### config.mk
export PLATFORM = sky130hd
export DESIGN_NAME = branch_predictor
export DESIGN_NICKNAME = d
export VERILOG_FILES = /design/src/rtl/branch_predictor.sv
export SDC_FILE = /design/constraint.sdc
export NUM_CORES = 1
export LEC_CHECK = 0
export ABC_AREA = 1
export BUFFER_PORTS_ARGS = -buffer_cell sky130_fd_sc_hd__buf_2
export CAP_MARGIN = 5
export CORE_UTILIZATION = 35
export CTS_BUF_LIST = sky130_fd_sc_hd__clkbuf_4
export CTS_CLUSTER_SIZE = 28
export DETAILED_ROUTE_END_ITERATION = 6
export PLACE_DENSITY = 0.6
export SYNTH_ARGS = -nofsm -noshare
export SYNTH_HDL_FRONTEND = slang
export SYNTH_SLANG_ARGS = --single-unit
### constraint.sdc
create_clock -name clk_i -period 7.9 [get_ports clk_i]
set_input_delay 0.395 -clock clk_i [delete_from_list [all_inputs] [get_ports clk_i]]
set_output_delay 0.395 -clock clk_i [all_outputs]
set_load 0.02 [all_outputs]
### src/rtl/branch_predictor.sv
// Direct-mapped branch target buffer with 2-bit saturating direction counters,
// Execute-stage training, mispredict detection and a saturating mispredict counter.
module branch_predictor #(
  parameter int PC_WIDTH    = 16,
  parameter int ENTRIES     = 16,
  parameter int PREDICT_EN  = 1,
  parameter int COUNT_WIDTH = 16
) (
  input  logic                   clk_i,
  input  logic                   rst_i,
  input  logic [PC_WIDTH-1:0]    pcF_i,
  output logic                   predict_taken_o,
  output logic [PC_WIDTH-1:0]    predict_target_o,
  input  logic                   update_en_i,
  input  logic [PC_WIDTH-1:0]    update_pc_i,
  input  logic                   update_taken_i,
  input  logic [PC_WIDTH-1:0]    update_target_i,
  input  logic                   update_is_jump_i,
  input  logic                   update_pred_taken_i,
  input  logic [PC_WIDTH-1:0]    update_pred_target_i,
  output logic                   mispredict_o,
  output logic [PC_WIDTH-1:0]    redirect_pc_o,
  output logic [COUNT_WIDTH-1:0] mispred_count_o
);

  localparam int IDX_W = $clog2(ENTRIES);
  localparam int TAG_W = PC_WIDTH - IDX_W - 2;
  localparam logic PRED_ON = (PREDICT_EN != 0);
  localparam logic [PC_WIDTH-1:0] PC_STEP = PC_WIDTH'(3'd4);
  localparam logic [COUNT_WIDTH-1:0] COUNT_MAX = {COUNT_WIDTH{1'b1}};

  logic              valid_r   [ENTRIES];
  logic [TAG_W-1:0]  tag_r     [ENTRIES];
  logic [PC_WIDTH-1:0] target_r[ENTRIES];
  logic [1:0]        ctr_r     [ENTRIES];
  logic              is_jump_r [ENTRIES];
  logic [COUNT_WIDTH-1:0] count_r;

  logic [IDX_W-1:0]    look_idx_s;
  logic [TAG_W-1:0]    look_tag_s;
  logic                look_hit_s;
  logic                pred_taken_s;
  logic [PC_WIDTH-1:0] pred_target_s;

  logic [IDX_W-1:0]    upd_idx_s;
  logic [TAG_W-1:0]    upd_tag_s;
  logic                upd_hit_s;
  logic                upd_write_s;
  logic [1:0]          upd_ctr_s;
  logic [PC_WIDTH-1:0] upd_target_s;
  logic                upd_jump_s;

  logic                mispredict_s;
  logic [PC_WIDTH-1:0] redirect_s;

  function automatic logic [1:0] ctr_inc(input logic [1:0] c);
    if (c == 2'b11) begin
      ctr_inc = 2'b11;
    end else begin
      ctr_inc = c + 2'b01;
    end
  endfunction

  function automatic logic [1:0] ctr_dec(input logic [1:0] c);
    if (c == 2'b00) begin
      ctr_dec = 2'b00;
    end else begin
      ctr_dec = c - 2'b01;
    end
  endfunction

  // Fetch lookup: reads pre-update table state, no bypass from the write port
  always_comb begin
    look_idx_s = pcF_i[IDX_W+1:2];
    look_tag_s = pcF_i[PC_WIDTH-1:IDX_W+2];
    look_hit_s = valid_r[look_idx_s] && (tag_r[look_idx_s] == look_tag_s);
    if (PRED_ON && look_hit_s && (is_jump_r[look_idx_s] || ctr_r[look_idx_s][1])) begin
      pred_taken_s  = 1'b1;
      pred_target_s = target_r[look_idx_s];
    end else begin
      pred_taken_s  = 1'b0;
      pred_target_s = pcF_i + PC_STEP;
    end
  end

  // Next value of the entry addressed by the resolving instruction
  always_comb begin
    upd_idx_s    = update_pc_i[IDX_W+1:2];
    upd_tag_s    = update_pc_i[PC_WIDTH-1:IDX_W+2];
    upd_hit_s    = valid_r[upd_idx_s] && (tag_r[upd_idx_s] == upd_tag_s);
    upd_write_s  = PRED_ON && update_en_i && (upd_hit_s || update_taken_i);
    upd_ctr_s    = ctr_r[upd_idx_s];
    upd_target_s = target_r[upd_idx_s];
    upd_jump_s   = is_jump_r[upd_idx_s];
    if (upd_hit_s && update_taken_i) begin
      upd_ctr_s    = ctr_inc(ctr_r[upd_idx_s]);
      upd_target_s = update_target_i;
      upd_jump_s   = update_is_jump_i;
    end else if (upd_hit_s) begin
      upd_ctr_s    = ctr_dec(ctr_r[upd_idx_s]);
    end else begin
      // miss allocates weakly taken; a miss that is not taken is never written
      upd_ctr_s    = 2'b10;
      upd_target_s = update_target_i;
      upd_jump_s   = update_is_jump_i;
    end
    if (upd_jump_s) begin
      upd_ctr_s = 2'b11;
    end else begin
      upd_ctr_s = upd_ctr_s;
    end
  end

  // Mispredict detection and the correct next PC for the redirect
  always_comb begin
    mispredict_s = update_en_i &&
                   ((update_taken_i != update_pred_taken_i) ||
                    (update_taken_i && (update_target_i != update_pred_target_i)));
    if (update_taken_i) begin
      redirect_s = update_target_i;
    end else begin
      redirect_s = update_pc_i + PC_STEP;
    end
  end

  // Table and statistics state; reset wins over a same-edge update
  always_ff @(posedge clk_i) begin
    if (!rst_i) begin
      for (int i = 0; i < ENTRIES; i++) begin
        valid_r[i]   <= 1'b0;
        tag_r[i]     <= '0;
        target_r[i]  <= '0;
        ctr_r[i]     <= 2'b01;
        is_jump_r[i] <= 1'b0;
      end
      count_r <= '0;
    end else begin
      if (upd_write_s) begin
        valid_r[upd_idx_s]   <= 1'b1;
        tag_r[upd_idx_s]     <= upd_tag_s;
        target_r[upd_idx_s]  <= upd_target_s;
        ctr_r[upd_idx_s]     <= upd_ctr_s;
        is_jump_r[upd_idx_s] <= upd_jump_s;
      end
      if (mispredict_s && (count_r != COUNT_MAX)) begin
        count_r <= count_r + {{(COUNT_WIDTH-1){1'b0}}, 1'b1};
      end
    end
  end

  assign predict_taken_o  = pred_taken_s;
  assign predict_target_o = pred_target_s;
  assign mispredict_o     = mispredict_s;
  assign redirect_pc_o    = redirect_s;
  assign mispred_count_o  = count_r;

endmodule

Word-level counts from Yosys, hierarchy flattened

Memories as Yosys holds them, arrays and structs flattened.
Cells that the tools add are included.

Register bits: 16
Bits in latches: 0
RAM bits: 480
Bits in read-only memories: 0
Word-level logic and storage cells: 67
Memories kept: 5

Add/sub/neg operators: 5
Multipliers: 0
Div/mod/pow operators: 0
Magnitude comparators: 0
Equality and inequality tests: 7
Shift-type cells: 0
Muxes and demuxes: 31
Bitwise logic cells: 0
Reduce and logical (&&, ||, !) cells: 18

Memories:

| name      | words | width | read ports | clocked after Yosys merged registers in | write ports | RTL line | RTL |
|---|---|---|---|---|---|---|---|
| target_r  | 16    | 16    | 1          | 0                                       | 16          | 34       | `logic [PC_WIDTH-1:0] target_r[ENTRIES];` |
| tag_r     | 16    | 10    | 2          | 0                                       | 16          | 33       | `logic [TAG_W-1:0] tag_r [ENTRIES];` |
| ctr_r     | 16    | 2     | 2          | 0                                       | 16          | 35       | `logic [1:0] ctr_r [ENTRIES];` |
| is_jump_r | 16    | 1     | 2          | 0                                       | 16          | 36       | `logic is_jump_r [ENTRIES];` |
| valid_r   | 16    | 1     | 2          | 0                                       | 16          | 32       | `logic valid_r [ENTRIES];` |

Operator list:

| operator                | number |
|---|---|
| $mux W16                | 5 |
| $add A16 B3 Y16 const B | 2 |
| $eq A10 B10 Y1          | 2 |
| $mux W4                 | 5 |
| $add A16 B1 Y16 const B | 1 |
| $ne A16 B16 Y1          | 1 |
| $ne A16 B16 Y1 const B  | 1 |
| $reduce_or A16 Y1       | 1 |
| $mux W1                 | 14 |
| $mux W2                 | 6 |
| $mux W10                | 1 |
| $reduce_or A10 Y1       | 1 |
| $logic_and A1 B1 Y1     | 8 |
| $logic_or A1 B1 Y1      | 3 |
| $add A2 B1 Y2 const B   | 1 |
| $eq A2 B2 Y1 const B    | 1 |
| $logic_not A2 Y1        | 1 |
| $ne A2 B2 Y1 const B    | 1 |
| $reduce_and A2 Y1       | 1 |
| $reduce_or A1 Y1        | 2 |
| $reduce_or A2 Y1        | 1 |
| $sub A2 B1 Y2 const B   | 1 |
| $ne A1 B1 Y1            | 1 |

Longest topological paths before layout

An unclocked memory read counts as a cell.

Word-level depth: 11
Gate-level depth with buffers: 22
Gate-level depth less buffers: 19

Least setup slack after synthesis

Ideal clock, no wire load.

Kind: input port to output port
Start point: input port pcF_i[2]
End point: output port predict_target_o[10]
Data arrival time: 2529 ps
Slack: 4976 ps
Stages on the path: 14
Path buffers: 4
Path through: buf_4 -> buf_2 -> buf_2 -> a21oi_1 -> o21ai_0 -> nand3_1 -> nand3_1 -> nand3_1 -> xor2_1 -> nand2_1 -> nor2_1 -> nand2_2 -> clkbuf_1 -> o21ai_0

Word-level cells in the longest chain between the ends: 5

Ends and longest elaborated chain:

| what                | RTL line | RTL |
|---|---|---|
| from (decl)         | 11       | `input logic [PC_WIDTH-1:0] pcF_i,` |
| $mem_v2 Z16 W10     | -        |  |
| $eq A10 B10 Y1      | 76       | `look_hit_s = valid_r[look_idx_s] && (tag_r[look_idx_s] == look_tag_s);` |
| $logic_and A1 B1 Y1 | 76       |  |
| $logic_and A1 B1 Y1 | 77       | `if (PRED_ON && look_hit_s && (is_jump_r[look_idx_s] \|\| ctr_r[look_idx_s][1])) begin` |
| $mux W16 *          | 77       |  |
| to (decl)           | 13       | `output logic [PC_WIDTH-1:0] predict_target_o,` |

Every way passes the cells marked *; elsewhere a longest branch is shown, timed or not.

Worst setup path after layout

Same ends and word-level chain as after synthesis.

==> run_results.csv <==
group,metric,value,unit
clock_network,clkTransAtPathRegs,0.06,ns
worst_setup_path,slowest_delay,0.84,ns
timing,fmax,216,MHz
floorplan,row_count,99,
pwr,p_leak,12.0,nW
global_route,antenna_found_initial,6,
yosys,yosysMostFrequentCell,"nor2_1",
pwr,ir_drop,0.0833,mV
worst_setup_path,r2r-end,"ctr_r[1][0]$_SDFFCE_PN1P_",
timing,worst_pin_slew,1.22,ns
yosys,synth_top_area_cell,"edfxtp_1",
floorplan,die_area,75900,um^2
timing,rsz0062_at_grt,"no",
global_route,grt_first_pass_wirelength,134000,um
placement,place.gp.congestion,0.981,
yosys,yosysTopAreaCellShare,51.4,%
worst_setup_path,ff2ff_setup_slack,4.22,ns
finish,final_cell_area,29100,um^2
yosys,syn_area_per_cell,8.38,um^2
yosys,synthTopCellsByCount,"nor2_1 (704), nand2_1 (615), edfxtp_1 (448)",
worst_setup_path,crit_chain,"buf_6 > buf_4 > nand2_1 > o211ai_1 > nand3_1 > nand3_1 > nand3_1 > nand2_1 > o21ai_0 > a21oi_1 > nand2_1 > nor2_2 > nand2_2 > o21ai_0 > buf_2",
hold_path,hp-class,"in2reg",
worst_setup_path,slowest_stage,"buf_4",
floorplan,start_util,35.6,%
clock_network,cts_made_buffers,142,
finish,nFillCells,7497,
detailed_routing,wl,91300,um
yosys,syn_area,26200,um^2
detailed_routing,ant_nets,0,
timing,finalSetupViolations,0,
placement,dp_hpwl,58900,um
timing,slew_viol_final,0,
placement,placed_area,27200,um^2
flow_run,maxCapViolations,0,
timing,timing.final.crit_period,4.62,ns
worst_setup_path,critical_path_class,"in2out",
timing,post-route-period-util,58.5,%
pwr,pwr-share-comb,11.7,%
worst_setup_path,critPathLaunchType,"input port",
pwr,p_clk_share,39.5,%
detailed_routing,vias,23000,
yosys,synth_edf_count,448,
floorplan,die_w,275,um
floorplan,die_y,275,um
pwr,switchingPower,0.00179,W
finish,syn_to_final_growth,11.2,%
timing,setup_tns,0,ns
detailed_routing,drcViolationCount,0,
clock_network,clk_path_buf_depth,3,
clock_network,clk_latency,0.99,ns
worst_setup_path,arrival,4.22,ns
timing,whs,0.114,ns
floorplan,coreArea,73500,um^2
placement,io_buffer_count,119,
outcome,status,"completed",
clock_network,cts.sinks,496,
pwr,intPower,0.00443,W
timing,hold_viol,0,
placement,dp.cells,4021,
worst_setup_path,cp-end-kind,"output pin",
yosys,synthTopCellsByArea,"edfxtp_1 (51%), nor2_1 (10%), nand2_1 (8.8%)",
yosys,synth-main-ff-cell,"edfxtp_1",
finish,fin_nets,3285,
global_route,gr-total-overflow,0,
detailed_routing,dr.pass1.iters,6,
global_route,grt_max_degree,105,
yosys,syn_nets,3199,
worst_setup_path,cp_data_required_time,7.51,ns
pwr,powerDensity,214,nW/um^2
hold_path,worstHoldStart,"update_pc_i[8]",
pwr,seqPwrFrac,48.8,%
pwr,swShare,28.8,%
floorplan,ioPinCount,120,
detailed_routing,routedWlPerCell,21.4,um
yosys,synthArstFlopShare,0,%
yosys,ys_types,41,
timing,skew,0.0810,ns
timing,relSlewSlack,18.4,%
clock_network,cts_setup_buffers,0,
clock_network,cts-root-buf,"clkbuf_4",
clock_network,cts_htree_levels,4,
pwr,p_total,0.00622,W
detailed_routing,viasPerCell,5.39,
detailed_routing,first_iter_violations,2846,
yosys,netlist_instances,3123,
global_route,first_global_vias,21400,
global_route,grt_use_total,23.8,%
worst_setup_path,crit_path_end,"predict_target_o[10]",
worst_setup_path,rr_startpoint,"tag_r[7][1]$_SDFFCE_PN0P_",
worst_setup_path,r2r_cells,15,
finish,finalNonFillerCells,4275,
yosys,ys_ff_latch,496,
worst_setup_path,startpoint,"pcF_i[2]",
yosys,synth_warnings,0,
clock_network,cts_tree,"yes",
worst_setup_path,path_max_fanout,104,
yosys,yosysSeqAreaShare,55.1,%
finish,drive_gt1_share,12.2,%
[final cells by class]
class	instances	area, um^2	share of cell area (%)
clock inverters	45	297	1.02
repair buffers	154	877	3.02
well taps	959	1200	4.13
clock buffers	203	1520	5.24
diodes	3	7.51	0.0258
multi-input cells	2128	9680	33.3
inverters	287	1080	3.73
flip-flops and latches	496	14400	49.6
[placed cells by master (no fill, tap or decap), types with 34 or more instances in the layout]
| master | count |
|---|---|
| nor2_1 | 703 |
| o21ai_0 | 290 |
| a21oi_1 | 116 |
| clkbuf_4 | 203 |
| nand2_1 | 615 |
| edfxtp_1 | 448 |
| buf_4 | 34 |
| o22ai_1 | 52 |
| dfxtp_1 | 48 |
| inv_1 | 260 |
| clkinv_1 | 45 |
| nand3_1 | 174 |
| buf_2 | 116 |
[power by group through the flow]
stage / logic (W) / registers (W) / clock network [W]
final: 0.000730 / 0.00304 / 0.00245
after global routing: 0.000784 / 0.00305 / 0.00262
after CTS: 0.000714 / 0.00303 / 0.00249
after detailed placement: 0.000710 / 0.00309 / 0
after global placement: 0.000711 / 0.00309 / 0
after floorplan: 0.000450 / 0.00307 / 0
[stage by stage]
step           utilization, %  setup WS [ns]
3_5_place_dp             37.1           2.75
3_3_place_gp             37.1           2.83
4_1_cts                  39.6           3.39
2_1_floorplan               -           4.98
6_report                 39.6           3.28
5_1_grt                  39.6           3.11
[flip-flops by register name (all words and copies together) (netlist names)]
name	count
valid_r	16
mispred_count_o	16
target_r	256
ctr_r	32
tag_r	160
is_jump_r	16
[logic make-up after synthesis]
family | Yosys count | share of synthesized area [%]
xor+xnor | 39 | 1.31
flops | 496 | 55.1
simple gates | 1544 | 23.9
fa+ha+maj | 6 | 0.287
compound gates | 539 | 11.6
buf+inv | 499 | 7.92
[what timing repair did]
action / 4_1_cts / 5_1_grt
endpoints found under the hold margin: 39 / 0
hold buffers: 3 / 0
gates resized for setup: 0 / 0
[how the worst min path moves through the flow]
stage | endpoint | slack [ns] | cells past startpoint
2_1_floorplan | valid_r[11]$_DFF_P_ | 0.44 | 2
3_3_place_gp | valid_r[3]$_DFF_P_ | 0.46 | 2
3_5_place_dp | valid_r[3]$_DFF_P_ | 0.45 | 2
4_1_cts | tag_r[11][2]$_SDFFCE_PN0P_ | 0.02 | 4
5_1_grt | tag_r[10][2]$_SDFFCE_PN0P_ | 0.05 | 4
6_report | tag_r[11][2]$_SDFFCE_PN0P_ | 0.11 | 4
[critical path: cells and delay by family]
kind | cells | cell delay, ns
buffers and inverters | 3 | 1.36
AOI/OAI and AO/OA | 4 | 0.91
and+or+nand+nor | 8 | 1.45
[metal layers]
layer / track usage (%) / vias to the layer above / wire length [um]
li1: - / 10600 / -
met4: 9.99 / 6 / 3220
met1: 32.0 / 11000 / 38400
met3: 5.65 / 205 / 9000
met5: 0 / - / 31
met2: 36.5 / 1205 / 40700
Power figures use the tool's default switching activity.
